===== config.mk =====
export PLATFORM = sky130hd
export DESIGN_NAME = bmult_acc_stage
export DESIGN_NICKNAME = d
export VERILOG_FILES = /design/src/rtl/bmult_acc_pkg.sv /design/src/rtl/bmult_acc_add.sv /design/src/rtl/bmult_acc_stage.sv
export SDC_FILE = /design/constraint.sdc
export NUM_CORES = 1
export LEC_CHECK = 0
export ABC_AREA = 1
export CORE_MARGIN = 8
export CORE_UTILIZATION = 51
export CTS_CLUSTER_DIAMETER = 60
export DETAILED_ROUTE_END_ITERATION = 12
export GPL_TIMING_DRIVEN = 0
export PLACE_DENSITY = 0.77
export SYNTH_ARGS = -nofsm -noshare
export SYNTH_HDL_FRONTEND = slang
export SYNTH_HIERARCHICAL = 1
export SYNTH_SLANG_ARGS = --single-unit

===== constraint.sdc =====
create_clock -name clk -period 2.2 [get_ports clk]
set_input_delay 0.44 -clock clk [delete_from_list [all_inputs] [get_ports clk]]
set_output_delay 0.44 -clock clk [all_outputs]
set_load 0.02 [all_outputs]

===== src/rtl/bmult_acc_pkg.sv =====
// Shared types and constants for the product accumulation stage.
//
// Contents:
//   state_e        : stage FSM states (idle, frame open, result presented)
//   PWDefault      : default product width (2x the 8-bit multiplier operand)
//   AccWDefault    : default accumulator width
//   CntWDefault    : default frame term-counter width
//   MaxAccW        : widest accumulator the add helper supports (ACC_W must be < MaxAccW)
//   add_carry()    : zero-extended add returning {carry-out, sum}
package bmult_acc_pkg;

  localparam int unsigned PWDefault   = 16;
  localparam int unsigned AccWDefault = 24;
  localparam int unsigned CntWDefault = 8;
  localparam int unsigned MaxAccW     = 64;

  typedef enum logic [1:0] {
    StIdle  = 2'd0,
    StAccum = 2'd1,
    StHold  = 2'd2
  } state_e;

  // Operands are zero-extended by the caller, so for an ACC_W-bit add the carry-out lands in
  // bit ACC_W of the result and everything above it is zero.
  function automatic logic [MaxAccW:0] add_carry(input logic [MaxAccW-1:0] a,
                                                 input logic [MaxAccW-1:0] b);
    return {1'b0, a} + {1'b0, b};
  endfunction

endpackage


===== src/rtl/bmult_acc_add.sv =====
// Purely combinational ACC_W-bit adder with carry-out.
//
// Ports:
//   a_i     : addend (running accumulator, or zero when a frame is starting)
//   b_i     : addend (zero-extended product)
//   sum_o   : a_i + b_i modulo 2^ACC_W
//   carry_o : carry out of bit ACC_W-1
module bmult_acc_add
  import bmult_acc_pkg::*;
#(
  parameter int unsigned ACC_W = AccWDefault
) (
  input  logic [ACC_W-1:0] a_i,
  input  logic [ACC_W-1:0] b_i,
  output logic [ACC_W-1:0] sum_o,
  output logic             carry_o
);

  logic [MaxAccW-1:0] a_ext;
  logic [MaxAccW-1:0] b_ext;
  logic [MaxAccW:0]   full;
  logic               unused_hi;

  always_comb begin
    a_ext              = '0;
    b_ext              = '0;
    a_ext[ACC_W-1:0]   = a_i;
    b_ext[ACC_W-1:0]   = b_i;
    full               = add_carry(a_ext, b_ext);
    sum_o              = full[ACC_W-1:0];
    carry_o            = full[ACC_W];
  end

  // Bits above the carry are always zero for zero-extended operands.
  assign unused_hi = ^full[MaxAccW:ACC_W+1];

endmodule


===== src/rtl/bmult_acc_stage.sv =====
// Accumulates a stream of unsigned multiplier products into per-frame sums.
// A frame ends on a beat with p_last set; the sum, term count and sticky overflow flag are then
// presented on the sum_* handshake and held until the sink takes them.
//
// Ports:
//   clk, rst_n      : clock (rising edge), asynchronous active-low reset
//   clr             : synchronous frame abort (ignored while a result is pending)
//   p_data/p_valid/p_last/p_ready : product input handshake
//   sum_data        : frame sum modulo 2^ACC_W
//   sum_count       : number of terms, saturating at 2^CNT_W-1
//   sum_ovf         : accumulator carry-out or counter saturation seen in the frame
//   sum_valid/sum_ready : result output handshake
module bmult_acc_stage
  import bmult_acc_pkg::*;
#(
  parameter int unsigned P_W   = PWDefault,
  parameter int unsigned ACC_W = AccWDefault,
  parameter int unsigned CNT_W = CntWDefault
) (
  input  logic             clk,
  input  logic             rst_n,
  input  logic             clr,
  input  logic [P_W-1:0]   p_data,
  input  logic             p_valid,
  input  logic             p_last,
  output logic             p_ready,
  output logic [ACC_W-1:0] sum_data,
  output logic [CNT_W-1:0] sum_count,
  output logic             sum_ovf,
  output logic             sum_valid,
  input  logic             sum_ready
);

  localparam logic [CNT_W-1:0] CntMax = {CNT_W{1'b1}};

  state_e           state_q, state_d;
  logic [ACC_W-1:0] acc_q, acc_d;
  logic [CNT_W-1:0] cnt_q, cnt_d;
  logic             ovf_q, ovf_d;
  logic [ACC_W-1:0] sum_data_q, sum_data_d;
  logic [CNT_W-1:0] sum_count_q, sum_count_d;
  logic             sum_ovf_q, sum_ovf_d;
  logic             sum_valid_q, sum_valid_d;

  logic             beat;
  logic [ACC_W-1:0] add_a, add_b, add_sum;
  logic             add_co;
  logic [CNT_W-1:0] cnt_next;
  logic             cnt_sat;
  logic             ovf_next;

  assign p_ready = (state_q != StHold);
  assign beat    = p_valid & p_ready;

  // Starting a frame from idle adds the product to zero, so one adder covers both the
  // first-beat load and the running accumulation.
  always_comb begin
    add_a            = (state_q == StAccum) ? acc_q : '0;
    add_b            = '0;
    add_b[P_W-1:0]   = p_data;
  end

  bmult_acc_add #(
    .ACC_W (ACC_W)
  ) u_add (
    .a_i     (add_a),
    .b_i     (add_b),
    .sum_o   (add_sum),
    .carry_o (add_co)
  );

  always_comb begin
    cnt_sat  = 1'b0;
    cnt_next = CNT_W'(1);
    ovf_next = 1'b0;
    if (state_q == StAccum) begin
      if (cnt_q == CntMax) begin
        cnt_next = cnt_q;
        cnt_sat  = 1'b1;
      end else begin
        cnt_next = cnt_q + CNT_W'(1);
      end
      ovf_next = ovf_q | add_co | cnt_sat;
    end
  end

  always_comb begin
    state_d     = state_q;
    acc_d       = acc_q;
    cnt_d       = cnt_q;
    ovf_d       = ovf_q;
    sum_data_d  = sum_data_q;
    sum_count_d = sum_count_q;
    sum_ovf_d   = sum_ovf_q;
    sum_valid_d = sum_valid_q;

    unique case (state_q)
      StIdle, StAccum: begin
        if (clr) begin
          // Abort wins over a coincident beat.
          acc_d   = '0;
          cnt_d   = '0;
          ovf_d   = 1'b0;
          state_d = StIdle;
        end else if (beat) begin
          if (p_last) begin
            sum_data_d  = add_sum;
            sum_count_d = cnt_next;
            sum_ovf_d   = ovf_next;
            sum_valid_d = 1'b1;
            acc_d       = '0;
            cnt_d       = '0;
            ovf_d       = 1'b0;
            state_d     = StHold;
          end else begin
            acc_d   = add_sum;
            cnt_d   = cnt_next;
            ovf_d   = ovf_next;
            state_d = StAccum;
          end
        end
      end
      StHold: begin
        if (sum_ready) begin
          sum_valid_d = 1'b0;
          state_d     = StIdle;
        end
      end
      default: begin
        state_d     = StIdle;
        sum_valid_d = 1'b0;
      end
    endcase
  end

  always_ff @(posedge clk or negedge rst_n) begin
    if (!rst_n) begin
      state_q     <= StIdle;
      acc_q       <= '0;
      cnt_q       <= '0;
      ovf_q       <= 1'b0;
      sum_data_q  <= '0;
      sum_count_q <= '0;
      sum_ovf_q   <= 1'b0;
      sum_valid_q <= 1'b0;
    end else begin
      state_q     <= state_d;
      acc_q       <= acc_d;
      cnt_q       <= cnt_d;
      ovf_q       <= ovf_d;
      sum_data_q  <= sum_data_d;
      sum_count_q <= sum_count_d;
      sum_ovf_q   <= sum_ovf_d;
      sum_valid_q <= sum_valid_d;
    end
  end

  assign sum_data  = sum_data_q;
  assign sum_count = sum_count_q;
  assign sum_ovf   = sum_ovf_q;
  assign sum_valid = sum_valid_q;

endmodule


==> metrics.cfg <==
[synthesis]
synth.cell_area_mm2=0.00483
yosys_warnings=6
yosysSeqAreaShare_pct=35.7
synth.avg_cell_area_um2=6.76
synth.ff_latch_count=69
synth_top_area_share_pct=35.7
yosys-top-cells-area=dfrtp_1, nand2_1, inv_1
synth_cells=715
synth_cell_types=33
synth_top_area_cell=dfrtp_1

[worst_setup_path]
critPathKind=register to register
startpoint=state_q[1]
worst_r2r_path_depth=15
r2r-start=state_q[1]
r2r_slack_ns=-0.17
setup.worst_path.end_class=register
cp.arrival_ns=2.64
cp_max_fo=7
critical_path.endpoint=acc_q[9]
crit_required_ns=2.47
rr_endpoint=acc_q[9]
crit_path_start_kind=register

[layout]
syn_to_final_growth_pct=41.1
stdcell_count=960
fin_area_mm2=0.00682
final_common_cell=nand2_1
utilization_pct=73.8
most-common-layout-cells=nand2_1, inv_1, dfrtp_1
fin_nets=874
drive_gt1_share_pct=29.0
diodes=0

[clock_tree]
cts_root_buf=clkbuf_8
clock_path_buffers=2
hold_buffers=0
numCtsBuffers=9
cts_tree=yes
h-tree-depth=3
clock_sinks=69
path_clk_slew_ns=0.09
clk_latency_ns=0.35

[hold_path]
min-delay-path-class=primary input to async pin

[sta]
max_slew_margin_pct=42.2
min_period_ns=2.37
maxSlewViolCount=0
setup_ws_ns=-0.168
skew_ns=0.0134
timing.final.crit_share_pct=108
setup_viol=27
rsz0062_at_grt=true
hold_viol=0
worst_slew_pin_slew_ns=0.867
fmax_mhz=422

[floorplan]
rows=35
die_height_um=113
num_io_pins=57
start_util_pct=52.3
core_mm2=0.00924
die_w_um=113
dieArea_mm2=0.0129

[place]
pre_cts_ws_ns=-0.489
io_buffers=56
dp.cells=907
gp_congestion=0.938
post_dp_cell_area_mm2=0.00559
dp_hpwl_mm=9.86

[power_and_ir_drop]
power.density_mw_per_mm2=558
total_power_mw=3.81
leakage_nw=3.42
peakVddDrop_v=0.000412

[outcome]
status=complete, but fails checks
violations=setup timing

[detailed_routing]
detail_route.wl_per_cell_um=15.8
dr.pass1.iters=5
viasPerCell=5.15
drt-total-wl_mm=15.1
drc=0
vias=4940
drtAntennaViolNets=0
first_iter_violations=356

[grt]
antenna_found_initial=0
grt_pass1_wl_mm=23.2
grt_max_degree=70
first_global_vias=4752
grt-ovfl-total=0
grt_use_total_pct=22.4

[run]
cap_violations=0

## critical path, stage by stage (launching register included)
cell and delay [ns]:
dfrtp_1 0.40, inv_2 0.12, nand2_8 0.11, buf_12 0.17
nor2_2 0.12, ha_4 0.24, nand2_1 0.07, nand2_1 0.09
inv_1 0.12, nand2_2 0.10, inv_1 0.09, nand3_2 0.12
buf_4 0.16, xor2_1 0.13, inv_1 0.08, o22ai_2 0.16
## area by class of cell
type                       count  area, um2
fill                         672       2420
clock buffer                  10        138
timing repair buffer          93        881
multi-input combinational    494       3180
clock inverter                 6       70.1
tap                          129        161
sequential                    69       1730
buffer                        14        115
inverter                     145        549
## logic make-up (layout without fill, tap and decap cells)
group | Yosys count | in the layout | share of synthesized area [%]
adders and majority gates | 26 | 26 | 6.88
AOI/OAI and AO/OA | 74 | 74 | 9.73
DFF | 69 | 69 | 35.7
other | 1 | 8 | 0.0776
buffers and inverters | 159 | 268 | 13.2
and+or+nand+nor | 375 | 375 | 32.4
xor gates and xnor gates | 11 | 11 | 1.99
## metal layers
metal	routed length (um)	GRT usage, %
met5	0	0
met1	6440	27.7
met2	7450	38.3
met3	836	4.47
met4	420	7.28
## timing repair
item	in CTS	in global routing
cloned	1	1
endpoints found under the setup margin	40	34
setup buffers	23	12
gates resized for setup	59	121
pin swaps	39	85
## cells in the mapped netlist
| master | instances |
|---|---|
| a21oi_1 | 11 |
| a21oi_2 | 1 |
| and2_1 | 1 |
| buf_2 | 9 |
| buf_4 | 3 |
| buf_6 | 2 |
| conb_1 | 1 |
| dfrtp_1 | 69 |
| fa_1 | 1 |
| ha_1 | 25 |
| inv_1 | 140 |
| inv_2 | 4 |
| inv_4 | 1 |
| nand2_1 | 236 |
| nand2_2 | 11 |
| nand2_4 | 1 |
| nand3_1 | 38 |
| nand3_2 | 2 |
| nand3b_1 | 3 |
| nand4_1 | 6 |
| nand4_2 | 1 |
| nor2_1 | 63 |
| nor2_2 | 7 |
| nor3_1 | 4 |
| o21ai_0 | 7 |
| o21ai_1 | 30 |
| o21ai_2 | 1 |
| o22ai_1 | 14 |
| o22ai_2 | 10 |
| or2_1 | 1 |
| or2_2 | 1 |
| xnor2_1 | 1 |
| xor2_1 | 10 |
## registers in the layout, summed over array words and instances, names as in the netlist
register	cells
ovf_q	1
acc_q	24
sum_ovf	1
state_q	2
sum_count	8
cnt_q	8
sum_valid	1
sum_data	24
## worst min path at each step
stage                    from           to  slack [ns]  cells past startpoint
global placement    sum_valid    sum_valid        0.47                      2
finish                  rst_n     acc_q[3]        0.19                      1
floorplan               rst_n     acc_q[0]        0.14                      0
CTS                     rst_n  sum_data[4]        0.23                      1
global route            rst_n  sum_data[4]        0.27                      1
detailed placement    sum_ovf      sum_ovf        0.46                      2
## metrics by stage
stage | hold slack (ns) | TNS, ns
4_1_cts | 0.235 | -0.0122
2_1_floorplan | 0.144 | 0
3_5_place_dp | 0.464 | -9.12
3_3_place_gp | 0.466 | -120.41
6_report | 0.194 | -1.50
5_1_grt | 0.273 | -4.67
## where the power goes
group	switching, mW	leakage, nW	total (mW)	internal, mW
clock network	0.566	0.107	1.13	0.566
registers	0.0808	0.913	1.50	1.42
logic	0.662	2.40	1.18	0.514
total	1.31	3.42	3.81	2.50
Note: power is estimated with default switching activity, not from simulation.
